$ cat src/rtl/led_drv_pkg.sv
// Shared defaults and helpers for the LED activity driver.
package led_drv_pkg;

  // Defaults derived from a 25 MHz clock: 10 us timebase, 50 ms hold.
  localparam int unsigned PRESCALE_DEF = 250;
  localparam int unsigned HOLD_DEF     = 5000;

  // Bits needed to hold values 0..v-1; never less than 1.
  function automatic int unsigned clog2(input int unsigned v);
    int unsigned r;
    r = 0;
    while ((64'd1 << r) < 64'(v)) r = r + 1;
    if (r == 0) r = 1;
    return r;
  endfunction

endpackage

$ cat src/rtl/led_stretch_ch.sv
// One LED channel: stretches a strobe into HOLD timebase ticks of activity.
module led_stretch_ch
  import led_drv_pkg::*;
#(
  parameter int unsigned HOLD = HOLD_DEF
) (
  input  logic clk,
  input  logic rst,
  input  logic ev,
  input  logic tick,
  output logic active
);

  localparam int unsigned HcntW = clog2(HOLD + 1);

  logic [HcntW-1:0] r_hcnt;

  // Hold counter: reload beats decrement, decrement saturates at zero.
  always_ff @(posedge clk) begin
    if (rst) begin
      r_hcnt <= '0;
    end else if (ev) begin
      r_hcnt <= HcntW'(HOLD);
    end else if (tick && (r_hcnt != '0)) begin
      r_hcnt <= r_hcnt - HcntW'(1);
    end
  end

  assign active = (r_hcnt != '0);

endmodule

$ cat src/rtl/led_activity_drv.sv
// Drives NCH LEDs from activity strobes with stretched on-time and shared PWM dimming.
module led_activity_drv
  import led_drv_pkg::*;
#(
  parameter int unsigned NCH      = 8,
  parameter int unsigned PRESCALE = PRESCALE_DEF,
  parameter int unsigned HOLD     = HOLD_DEF,
  parameter int unsigned PWM_BITS = 4
) (
  input  logic                clk,
  input  logic                rst,
  input  logic [NCH-1:0]      ev_i,
  input  logic [PWM_BITS-1:0] bright_i,
  output logic [NCH-1:0]      led_o,
  output logic                busy_o
);

  localparam int unsigned PcntW = clog2(PRESCALE);

  logic [PcntW-1:0]    r_pcnt;
  logic [PWM_BITS-1:0] r_wcnt;
  logic                w_tick;
  logic [NCH-1:0]      w_active;
  logic                w_pwm_on;

  assign w_tick = (r_pcnt == PcntW'(PRESCALE - 1));

  // Timebase prescaler and PWM phase counter; the PWM advances once per tick.
  always_ff @(posedge clk) begin
    if (rst) begin
      r_pcnt <= '0;
      r_wcnt <= '0;
    end else if (w_tick) begin
      r_pcnt <= '0;
      r_wcnt <= r_wcnt + PWM_BITS'(1);
    end else begin
      r_pcnt <= r_pcnt + PcntW'(1);
    end
  end

  for (genvar g = 0; g < NCH; g++) begin : g_ch
    led_stretch_ch #(
      .HOLD(HOLD)
    ) u_ch (
      .clk   (clk),
      .rst   (rst),
      .ev    (ev_i[g]),
      .tick  (w_tick),
      .active(w_active[g])
    );
  end

  // All-ones brightness forces full-on, since wcnt < max misses one phase.
  assign w_pwm_on = (bright_i == '1) | (r_wcnt < bright_i);
  assign led_o    = w_active & {NCH{w_pwm_on}};
  assign busy_o   = |w_active;

endmodule

$ cat config.mk
export PLATFORM = sky130hd
export DESIGN_NAME = led_activity_drv
export DESIGN_NICKNAME = d
export VERILOG_FILES = /design/src/rtl/led_drv_pkg.sv /design/src/rtl/led_stretch_ch.sv /design/src/rtl/led_activity_drv.sv
export SDC_FILE = /design/constraint.sdc
export NUM_CORES = 1
export LEC_CHECK = 0
export BUFFER_PORTS_ARGS = -buffer_cell sky130_fd_sc_hd__buf_2
export CORE_UTILIZATION = 66
export CTS_CLUSTER_DIAMETER = 60
export DETAILED_ROUTE_END_ITERATION = 8
export PLACE_DENSITY_LB_ADDON = 0.08
export SETUP_SLACK_MARGIN = 0.3
export SLEW_MARGIN = 10
export SYNTH_ARGS = -nofsm -noshare
export SYNTH_HDL_FRONTEND = slang
export SYNTH_SLANG_ARGS = --single-unit
$ cat constraint.sdc
create_clock -name clk -period 3.06 [get_ports clk]
set_input_delay 0.153 -clock clk [delete_from_list [all_inputs] [get_ports clk]]
set_output_delay 0.153 -clock clk [all_outputs]
set_load 0.02 [all_outputs]
# == Yosys cells after proc, flatten, opt, wreduce, memory -nomap -nowiden ==
# Cells that the tools add are included.
# op_classes
addsub,10
n_lt_le_gt_ge,1
n_eq_ne,2
muxes,16
bitwise_logic,2
n_reduce_logical,34
# ops
operator,n
$mux 13,16
$reduce_bool 13->1,8
$sub 13x1->13 const B,8
$reduce_or 2->1,9
$reduce_bool 2->1,8
$add 8x1->8 const B,1
$and 8x8->8,1
$eq 8x8->1 const B,1
$logic_and 1x1->1,8
$reduce_or 8->1,1
$add 4x1->4 const B,1
$eq 4x4->1 const B,1
$lt 4x4->1,1
$or 1x1->1,1
# totals
ff_bits,116
elab_cells,83

# == Depth between registers and ports, before layout ==
# Gate-level depths: netlist of run 1.
# depth
ltp_word,4
depth_mapped,8

# == By module ==
# From an unflattened synthesis of run 1, not the netlist that was laid out.
# hier_totals
cells_unflattened,763
area_unflattened_um2,6781.5
# by_module_without_submodules
mod,n_inst,cells_per_inst,area_each_um2
led_stretch_ch,8,85,758.2
led_activity_drv,1,83,715.7

# == Worst setup path before layout of run 1 ==
# OpenSTA, ideal clock, no wires.
# synth_path
path_type,reg-to-output
from,reg g_ch[2].u_ch.r_hcnt[8]
to,out busy_o
arrival_ns,1.948
required_ns,2.907
slack_ns,0.959
stages_incl_launch_ff,7
path_cell_list,dfxtp_1 or4_1 nor3b_2 buf_4 nand2_1 nor4_1 nand4_1
# synth_between
elab_chain_len,2
# synth_lines
element,line,source
"start, declared",led_stretch_ch.sv:16,logic [HcntW-1:0] r_hcnt;
"start signal, assigned",led_stretch_ch.sv:23,r_hcnt <= HcntW'(HOLD);
"start signal, assigned",led_stretch_ch.sv:25,r_hcnt <= r_hcnt - HcntW'(1);
$reduce_bool 13->1,led_stretch_ch.sv:29,assign active = (r_hcnt != '0);
$reduce_or 8->1,led_activity_drv.sv:56,assign busy_o = |w_active;
"end, declared",led_activity_drv.sv:15,output logic busy_o
# Every way passes these cells.

# == Final worst setup path of run 1 ==
# layout_path
from,reg g_ch[3].u_ch.r_hcnt[7]
to,out busy_o
# layout_between
elab_chain_len,2
# layout_lines
element,line
"start, declared",led_stretch_ch.sv:16
"start signal, assigned",led_stretch_ch.sv:23
"start signal, assigned",led_stretch_ch.sv:25
$reduce_bool 13->1,led_stretch_ch.sv:29
$reduce_or 8->1,led_activity_drv.sv:56
# Every way passes these cells.

==> impl_metrics.env, run 1 <==
export IMPL_synth_xor_area_share_pct=12.6
export IMPL_drt_iter0_markers=271
export IMPL_drive_above_1_share_pct=13.0
export IMPL_finalWorstSetupSlack_ns=0.418
export IMPL_dieHeight_um=95.4
export IMPL_antenna_cells=0
export IMPL_crit_path_max_incr_delay_ns=0.45
export IMPL_tightest_slew_ns=0.609
export IMPL_power_density_nw_per_um2=571
export IMPL_crit_buf_inv=1
export IMPL_gp_congestion=0.867
export IMPL_ys_warn_count=0
export IMPL_pwr_share_comb_pct=7.1
export IMPL_die_area_um2=9110
export IMPL_synth_area_top_cells="dfxtp_1 (40%), xnor2_1 (8.4%), nor2_1 (6.4%)"
export IMPL_hold_viol=0
export IMPL_core_area_um2=8340
export IMPL_peakVddDrop_mv=0.394
export IMPL_fin_setup_tns_ns=0
export IMPL_h_tree_depth=4
export IMPL_worstHoldPathCells=3
export IMPL_io_pins=23
export IMPL_muxShareOfSynthArea_pct=0.174
export IMPL_tritoncts="yes"
export IMPL_worstSetupPathType="register to output pin"
export IMPL_drv_cap=0
export IMPL_post_drt_via_cell_ratio=5.98
export IMPL_synth_compound_area_share_pct=9.70
export IMPL_maxSlewViolCount=0
export IMPL_grt_pass1_wl_mm=20.7
export IMPL_grt_util_all_layers_pct=29.2
export IMPL_post_route_min_period_ns=2.64
export IMPL_period_share_pct=86.3
export IMPL_power_frac_clock_pct=51.5
export IMPL_grt_antenna_before_repair=0
export IMPL_cts_sinks=116
export IMPL_numPortBuffers=22
export IMPL_synth_avg_cell_area_um2=8.73
export IMPL_drt_wl_total_mm=12.5
export IMPL_cts_buffers=17
export IMPL_seqPwrFrac_pct=41.4
export IMPL_start_util_pct=69.1
export IMPL_grt_start_max_net_pins=53
export IMPL_clk_pin_slew_ns=0.06
export IMPL_antenna_left=0
export IMPL_status="finished clean"
export IMPL_rows=33
export IMPL_synth_fa_ha_area_share_pct=4.78
export IMPL_synth_area_um2=5760
export IMPL_reg2reg_depth=6
export IMPL_synth_most_common_cell="dfxtp_1"
export IMPL_swShare_pct=22.8
export IMPL_syn_inst=660
export IMPL_post_synth_top_area_cell="dfxtp_1"
export IMPL_worstPathRequired_ns=2.91
export IMPL_drc=0
export IMPL_ys_seq_area_share_pct=40.3
export IMPL_slowest_stage="nor4b_4"
export IMPL_worstPathArrival_ns=2.49
export IMPL_ys_ff_latch=116
export IMPL_crit_family="simple AND/OR/NAND/NOR gates"
export IMPL_yosys_top_cells_count="dfxtp_1 (116), nor2_1 (98), a21oi_1 (60), xnor2_1 (55), nor3_1 (32)"
export IMPL_grt_pass1_vias=4618
export IMPL_fin_nets=745
export IMPL_cts_root_buf="clkbuf_8"
export IMPL_ys_flop_type="dfxtp_1"
export IMPL_grt_overflow_total=0
export IMPL_path_cells="or3_1 > nor4b_4 > nand2_1 > nor4_2 > nand4_1 > buf_2"
export IMPL_vias=4940
export IMPL_clk_latency_ns=0.51
export IMPL_crit_cells=6
export IMPL_synth_net_count=696
export IMPL_wl_per_cell_um=15.1
export IMPL_total_power_mw=3.86
export IMPL_yosys_area_share_simple_pct=29.2
export IMPL_ys_async_sr_fraction_pct=0
export IMPL_yosysTopAreaCellShare_pct=40.3
export IMPL_rsz0062_at_grt="yes"
export IMPL_hpwl_mm=8.08
export IMPL_preCtsSetupSlack_ns=0.846
export IMPL_endpoint_kind="output pin"
export IMPL_crit_path_start_kind="register"
export IMPL_fmax_ghz=0.379
export IMPL_hold_path_class="input pin to register"
export IMPL_p_leak_nw=2.39
export IMPL_cts_max_path_buffers=2
export IMPL_post_route_util_pct=81.2
export IMPL_setup_viol=0
export IMPL_internal_power_mw=2.98
export IMPL_synth_edff_count=0
export IMPL_hold_slack_ns=0.251
export IMPL_syn_to_final_growth_pct=17.5
export IMPL_slew_headroom_pct=58.3
export IMPL_ys_types=49
export IMPL_cp_max_fo=6
export IMPL_synth_top_family_by_area="simple AND/OR/NAND/NOR gates"
export IMPL_die_width_um=95.4
export IMPL_p_switching_mw=0.880
export IMPL_dr_pass1_iters=5
export IMPL_skew_ns=0.00671
-- routing by layer --
layer,global-route usage [%],up-vias,wire length (um)
met5,0,-,0
li1,-,2457,-
met4,8.83,0,169
met3,7.58,17,569
met1,36.3,2347,5600
met2,49.6,119,6180
-- power groups by stage --
stage	registers (mW)	logic, mW	clock network, mW
after CTS	1.60	0.259	2.00
after global routing	1.60	0.300	2.07
after detailed placement	1.63	0.248	0
final	1.60	0.275	1.99
after floorplan	1.62	0.191	0
after global placement	1.62	0.242	0
-- metrics by stage --
step,instance area [um2],cells
after floorplan,5760,660
after global placement,6000,780
after detailed placement,6000,780
after CTS,6680,819
after global routing,6770,826
final,6770,826
-- area by class of cell --
cell class / instances / area [um2]
Sequential cell: 116 / 2320
Clock buffer: 22 / 473
Clock inverter: 9 / 126
Timing Repair Buffer: 45 / 303
Inverter: 31 / 116
Multi-Input combinational cell: 498 / 3300
Tap cell: 105 / 131
Fill cell: 531 / 1570
-- cells in the final DEF (no fill, tap or decap), types with 11 or more instances in the layout --
| cell type | n |
|---|---|
| a21oi_1 | 60 |
| xnor2_1 | 55 |
| buf_4 | 15 |
| inv_1 | 31 |
| xor2_1 | 28 |
| nand4_1 | 24 |
| or4_1 | 11 |
| nor3_1 | 32 |
| nand3_1 | 16 |
| ha_1 | 22 |
| nor2_1 | 98 |
| clkbuf_16 | 16 |
| nand2_1 | 27 |
| buf_2 | 22 |
| dfxtp_1 | 116 |
| nor4_1 | 19 |
| or3_1 | 20 |
-- what timing repair did --
action	CTS	global route
setup endpoints to repair	1	1
hold buffers	8	0
pin swaps	0	4
resized for setup	1	7
buffers inserted	0	7
hold endpoints to repair	38	0
-- worst min-delay path, cell delays in order --
cell and delay, ns:
buf_2 0.10, buf_4 0.29, nor2_1 0.15
-- cells by family (layout without fill, tap and decap cells) --
group | Yosys count | count (layout)
adder cells (fa/ha/maj) | 22 | 22
buffers and inverters | 46 | 107
flip-flops | 116 | 116
multiplexers | 1 | 1
AND/OR/NAND/NOR | 297 | 297
XOR/XNOR | 83 | 83
AO/OA/AOI/OAI | 95 | 95
-- worst paths after layout --
kind	start	to	slack, ns
setup reg to reg	r_pcnt[0]	g_ch[2].u_ch.r_hcnt[6]	0.78
hold / removal	rst	r_wcnt[2]	0.25
setup / recovery	g_ch[3].u_ch.r_hcnt[7]	busy_o	0.42
hold reg to reg	g_ch[5].u_ch.r_hcnt[6]	g_ch[5].u_ch.r_hcnt[6]	0.49
-- state kept, by name, summed over array words and instances (netlist names) --
name	count
g_ch.u_ch.r_hcnt	104
r_pcnt	8
r_wcnt	4
Power figures use the tool's default switching activity.
==> run 2, diff against run 1 <==
Settings changed: CORE_UTILIZATION 66 to 32.
==> run 2 against run 1 <==
Effect of this change: cell area about the same; power down 3.5%; clock skew about the same; via count down 3.0%; final cell count up 13%; critical endpoint unchanged; highest routed layer unchanged.
==> impl_metrics.env, run 2 (same netlist as run 1, synthesis figures left out) <==
export IMPL_status="finished clean"
export IMPL_grt_util_met1_pct=19.9
export IMPL_tritoncts="yes"
export IMPL_worstPathRequired_ns=2.91
export IMPL_final_area_um2=6770
export IMPL_hold_slack_ns=0.0744
export IMPL_syn_to_final_growth_pct=17.4
export IMPL_drt_iter0_markers=227
export IMPL_rsz0062_at_grt="no"
export IMPL_grt_overflow_total=0
export IMPL_setup_viol=0
export IMPL_post_route_min_period_ns=2.58
export IMPL_finalWorstSetupSlack_ns=0.478
export IMPL_clk_pin_slew_ns=0.05
export IMPL_grt_start_max_net_pins=53
export IMPL_drc=0
export IMPL_worstPathArrival_ns=2.43
export IMPL_grt_antenna_before_repair=0
export IMPL_cts_sinks=116
export IMPL_antenna_left=0
export IMPL_tightest_slew_ns=0.694
export IMPL_drv_cap=0
export IMPL_placed_area_um2=6160
export IMPL_peakVddDrop_mv=0.442
export IMPL_worstSetupPathType="register to output pin"
export IMPL_grt_util_all_layers_pct=15.4
export IMPL_layout_cells_non_filler=936
export IMPL_maxSlewViolCount=0
export IMPL_hold_path_class="input pin to register"
export IMPL_final_common_cell="dfxtp_1"
export IMPL_top_register="g_ch.u_ch.r_hcnt"
export IMPL_numPortBuffers=22
export IMPL_endpoint_kind="output pin"
export IMPL_grt_use_met2_pct=24.3
export IMPL_hold_viol=0
export IMPL_antenna_cells=0
export IMPL_io_pins=23
export IMPL_cp_max_fo=5
export IMPL_skew_ns=0.00711
export IMPL_vias=4792
export IMPL_layout_common_cells="dfxtp_1 (116), nor2_1 (98), a21oi_1 (60)"
export IMPL_grt_pass1_vias=4591
export IMPL_rows=48
export IMPL_post_drt_via_cell_ratio=5.12
export IMPL_nFillCells=1785
export IMPL_die_area_um2=18600
export IMPL_total_power_mw=3.73
export IMPL_dr_pass1_iters=5
export IMPL_wl_per_cell_um=14.0
export IMPL_power_density_nw_per_um2=551
export IMPL_clk_latency_ns=0.41
export IMPL_dieHeight_um=136
export IMPL_fmax_ghz=0.387
export IMPL_cts_buffers=17
export IMPL_preCtsSetupSlack_ns=0.657
export IMPL_grt_pass1_wl_mm=22.2
export IMPL_gp_congestion=0.781
export IMPL_cts_max_path_buffers=2
export IMPL_fin_setup_tns_ns=0
export IMPL_post_route_util_pct=38.9
export IMPL_fin_nets=735
export IMPL_cts_root_buf="clkbuf_16"
export IMPL_h_tree_depth=4
export IMPL_grt_util_met3_pct=4.33
export IMPL_holdBufCountCts=0
export IMPL_hpwl_mm=8.90
export IMPL_slew_headroom_pct=53.3
export IMPL_core_area_um2=17400
export IMPL_drive_above_1_share_pct=12.1
export IMPL_largest_register_ffs=104
export IMPL_placed_cells_incl_taps=902
export IMPL_die_width_um=136
export IMPL_drt_wl_total_mm=13.1
export IMPL_busiest_layer="met2"
export IMPL_crit_path_start_kind="register"
export IMPL_p_leak_nw=2.32
export IMPL_period_share_pct=84.4
export IMPL_top_regs="g_ch.u_ch.r_hcnt: 104 flops, r_pcnt: 8 flops, r_wcnt: 4 flops"
export IMPL_start_util_pct=33.1
[run 2: cell types whose count changed in the layout (fill, tap and decap cells not counted), sizes merged]
cell,delta
dlygate4sd3,-8
clkbuf,+5
clkinvlp,-1
bufinv,-2
clkinv,-2
buf,-2
[run 2: path summary, 6_finish.rpt]
path	to	startpoint	depth (start not counted)	slack, ns
worst max-delay path	busy_o	g_ch[2].u_ch.r_hcnt[8]	6	0.48
worst min register to register	g_ch[0].u_ch.r_hcnt[10]	g_ch[0].u_ch.r_hcnt[10]	2	0.49
worst max register to register	g_ch[2].u_ch.r_hcnt[4]	r_pcnt[0]	7	0.76
worst min-delay path	g_ch[6].u_ch.r_hcnt[3]	ev_i[6]	3	0.07
[run 2: layer usage]
layer	part of all wire [%]	routed length [um]
met5	0	0
met4	1.4	183
met3	3.1	407
met2	45	5950
met1	50	6580
[run 2: report_power, final]
group / switching, mW / internal [mW] / total [mW]
logic: 0.162 / 0.0995 / 0.261
clock network: 0.652 / 1.21 / 1.87
registers: 0.0439 / 1.55 / 1.60
total: 0.857 / 2.87 / 3.73
[run 2: timing repair]
item / CTS / global route
setup endpoints to repair: 1 / 1
setup buffers: 1 / 2
resized for setup: 2 / 3
gates cloned: 0 / 0
[run 2: worst max-delay path: stages, from the launching register on]
cell	delay (ns)
dfxtp_1	0.36
or4_1	0.56
nor3b_2	0.23
nand2_1	0.14
nor4_2	0.38
nand4_1	0.14
buf_2	0.20
[run 2: final cells by class]
cell class	instances	area, um2	area share [%]
Sequential cell	116	2320	34.3
Multi-Input combinational cell	498	3280	48.5
Timing Repair Buffer	35	208	3.07
Inverter	31	116	1.72
Clock buffer	27	513	7.58
Clock inverter	4	45.0	0.666
Tap cell	225	282	4.16
==> run 3, diff against run 2 <==
Clock period 3.06 ns to 2.3 ns, I/O delays scaled along.
==> run 3 against run 2 <==
Effect of this change: the flow now finishes with violations (negative setup slack); clock skew fell by 0.00055 ns; routed wire length rose by 17%; utilization rose by 9.0 points; sequential power rose by 34%; sequential share of layout area fell by 6.0 points; sequential cell count did not move; setup slack got worse by 0.62 ns; combinational power rose by 110%; critical path type unchanged; critical endpoint unchanged; largest power group unchanged; highest routed layer unchanged.
==> impl_metrics.env, run 3 (same netlist as run 1, synthesis figures left out) <==
export IMPL_dieHeight_um=136
export IMPL_setup_viol=1
export IMPL_p_leak_nw=2.95
export IMPL_fin_nets=820
export IMPL_tightest_slew_ns=0.657
export IMPL_final_common_cell="dfxtp_1"
export IMPL_antenna_left=0
export IMPL_post_drt_via_cell_ratio=5.12
export IMPL_grt_start_max_net_pins=53
export IMPL_skew_ns=0.00656
export IMPL_post_route_min_period_ns=2.44
export IMPL_worstSetupPathType="register to output pin"
export IMPL_h_tree_depth=4
export IMPL_peakVddDrop_mv=0.510
export IMPL_hold_viol=0
export IMPL_start_util_pct=33.1
export IMPL_rsz0062_at_grt="yes"
export IMPL_vias=5236
export IMPL_total_power_mw=5.04
export IMPL_slew_headroom_pct=56.2
export IMPL_period_share_pct=106
export IMPL_hold_slack_ns=0.0325
export IMPL_worstPathRequired_ns=2.18
export IMPL_power_density_nw_per_um2=606
export IMPL_grt_pass1_vias=4989
export IMPL_tritoncts="yes"
export IMPL_grt_antenna_before_repair=0
export IMPL_drt_iter0_markers=234
export IMPL_status="finished, violations left"
export IMPL_cts_max_path_buffers=2
export IMPL_syn_to_final_growth_pct=44.5
export IMPL_endpoint_kind="output pin"
export IMPL_largest_register_ffs=104
export IMPL_finalWorstSetupSlack_ns=-0.144
export IMPL_dr_pass1_iters=4
export IMPL_grt_pass1_wl_mm=24.3
export IMPL_antenna_cells=0
export IMPL_clk_pin_slew_ns=0.05
export IMPL_die_area_um2=18600
export IMPL_violations="negative setup slack"
export IMPL_wl_per_cell_um=15.1
export IMPL_drt_wl_total_mm=15.4
export IMPL_top_regs="g_ch.u_ch.r_hcnt: 104 flops, r_pcnt: 8 flops, r_wcnt: 4 flops"
export IMPL_rows=48
export IMPL_core_area_um2=17400
export IMPL_crit_path_start_kind="register"
export IMPL_placed_area_um2=6300
export IMPL_top_register="g_ch.u_ch.r_hcnt"
export IMPL_drv_cap=0
export IMPL_hold_path_class="input pin to register"
export IMPL_layout_cells_non_filler=1022
export IMPL_worstPathArrival_ns=2.33
export IMPL_die_width_um=136
export IMPL_placed_cells_incl_taps=921
export IMPL_layout_common_cells="dfxtp_1 (93), nor2_1 (85), buf_4 (58)"
export IMPL_cts_buffers=17
export IMPL_holdBufCountCts=0
export IMPL_clk_latency_ns=0.41
export IMPL_gp_congestion=0.778
export IMPL_cts_sinks=116
export IMPL_drive_above_1_share_pct=34.9
export IMPL_grt_util_all_layers_pct=16.8
export IMPL_final_area_um2=8330
export IMPL_drc=0
export IMPL_grt_overflow_total=0
export IMPL_hpwl_mm=9.30
export IMPL_cp_max_fo=2
export IMPL_fmax_ghz=0.409
export IMPL_io_pins=23
export IMPL_numPortBuffers=22
export IMPL_cts_root_buf="clkbuf_16"
export IMPL_maxSlewViolCount=0
-- run 3: changes by cell type in the layout (fill, tap and decap cells not counted), moves of 8 or more --
cell and delta:
nor2_4 +10, buf_2 -8, nor3_4 +9, buf_4 +45
dfxtp_2 +20, buf_6 +41, inv_2 +8, inv_1 -8
nor3_1 -9, dfxtp_1 -23, ha_1 -8, nor2_1 -13
-- run 3: layer usage --
layer,up-vias,part of all wire [%],GRT usage [%]
met5,-,0,0
met4,0,1.2,5.99
met3,15,2.2,4.14
met2,53,50,28.5
met1,2551,47,20.6
li1,2617,-,-
-- run 3: final timing paths --
| kind | from | end | slack, ns | depth (start not counted) |
|---|---|---|---|---|
| worst min-delay path | ev_i[5] | g_ch[5].u_ch.r_hcnt[3] | 0.03 | 3 |
| worst max register to register | g_ch[4].u_ch.r_hcnt[1] | g_ch[4].u_ch.r_hcnt[6] | 0.04 | 17 |
| worst max-delay path | g_ch[2].u_ch.r_hcnt[8] | busy_o | -0.14 | 6 |
| worst min register to register | r_pcnt[0] | r_pcnt[0] | 0.46 | 1 |
-- run 3: stage by stage --
stage | worst slack (ns) | utilization (%) | TNS (ns)
floorplan | 0.323 | - | 0
global placement | 0.163 | 36.2 | 0
detailed placement | 0.130 | 36.2 | 0
global route | -0.220 | 47.8 | -0.267
finish | -0.144 | 47.8 | -0.144
CTS | -0.147 | 43.6 | -0.147
-- run 3: critical path, stage by stage, from the launching register on --
cell     delay (ns)
dfxtp_4        0.34
or4_4          0.54
nor3b_4        0.23
nand2_2        0.13
nor4_4         0.30
nand4_1        0.17
buf_2          0.20
-- run 3: what timing repair did --
item                                   4_1_cts  5_1_grt
endpoints found under the hold margin        0        0
buffers inserted                            43       25
pin swaps                                   34       75
setup endpoints to repair                   45       67
resized for setup                          118      111
cloned                                       0        1
-- run 3: report_power, final --
group / leakage, nW / switching [mW] / internal (mW)
Clock: 0.259 / 0.897 / 1.45
Combinational: 1.73 / 0.292 / 0.268
Sequential: 0.958 / 0.0693 / 2.07
Total: 2.95 / 1.26 / 3.79
-- run 3: final cells by class --
class	count	area [um2]
timing repair buffer	120	1100
tap	225	282
clock inverter	5	25.0
sequential	116	2360
inverter	31	116
fill	1632	9090
clock buffer	27	493
multi-input combinational	498	3950
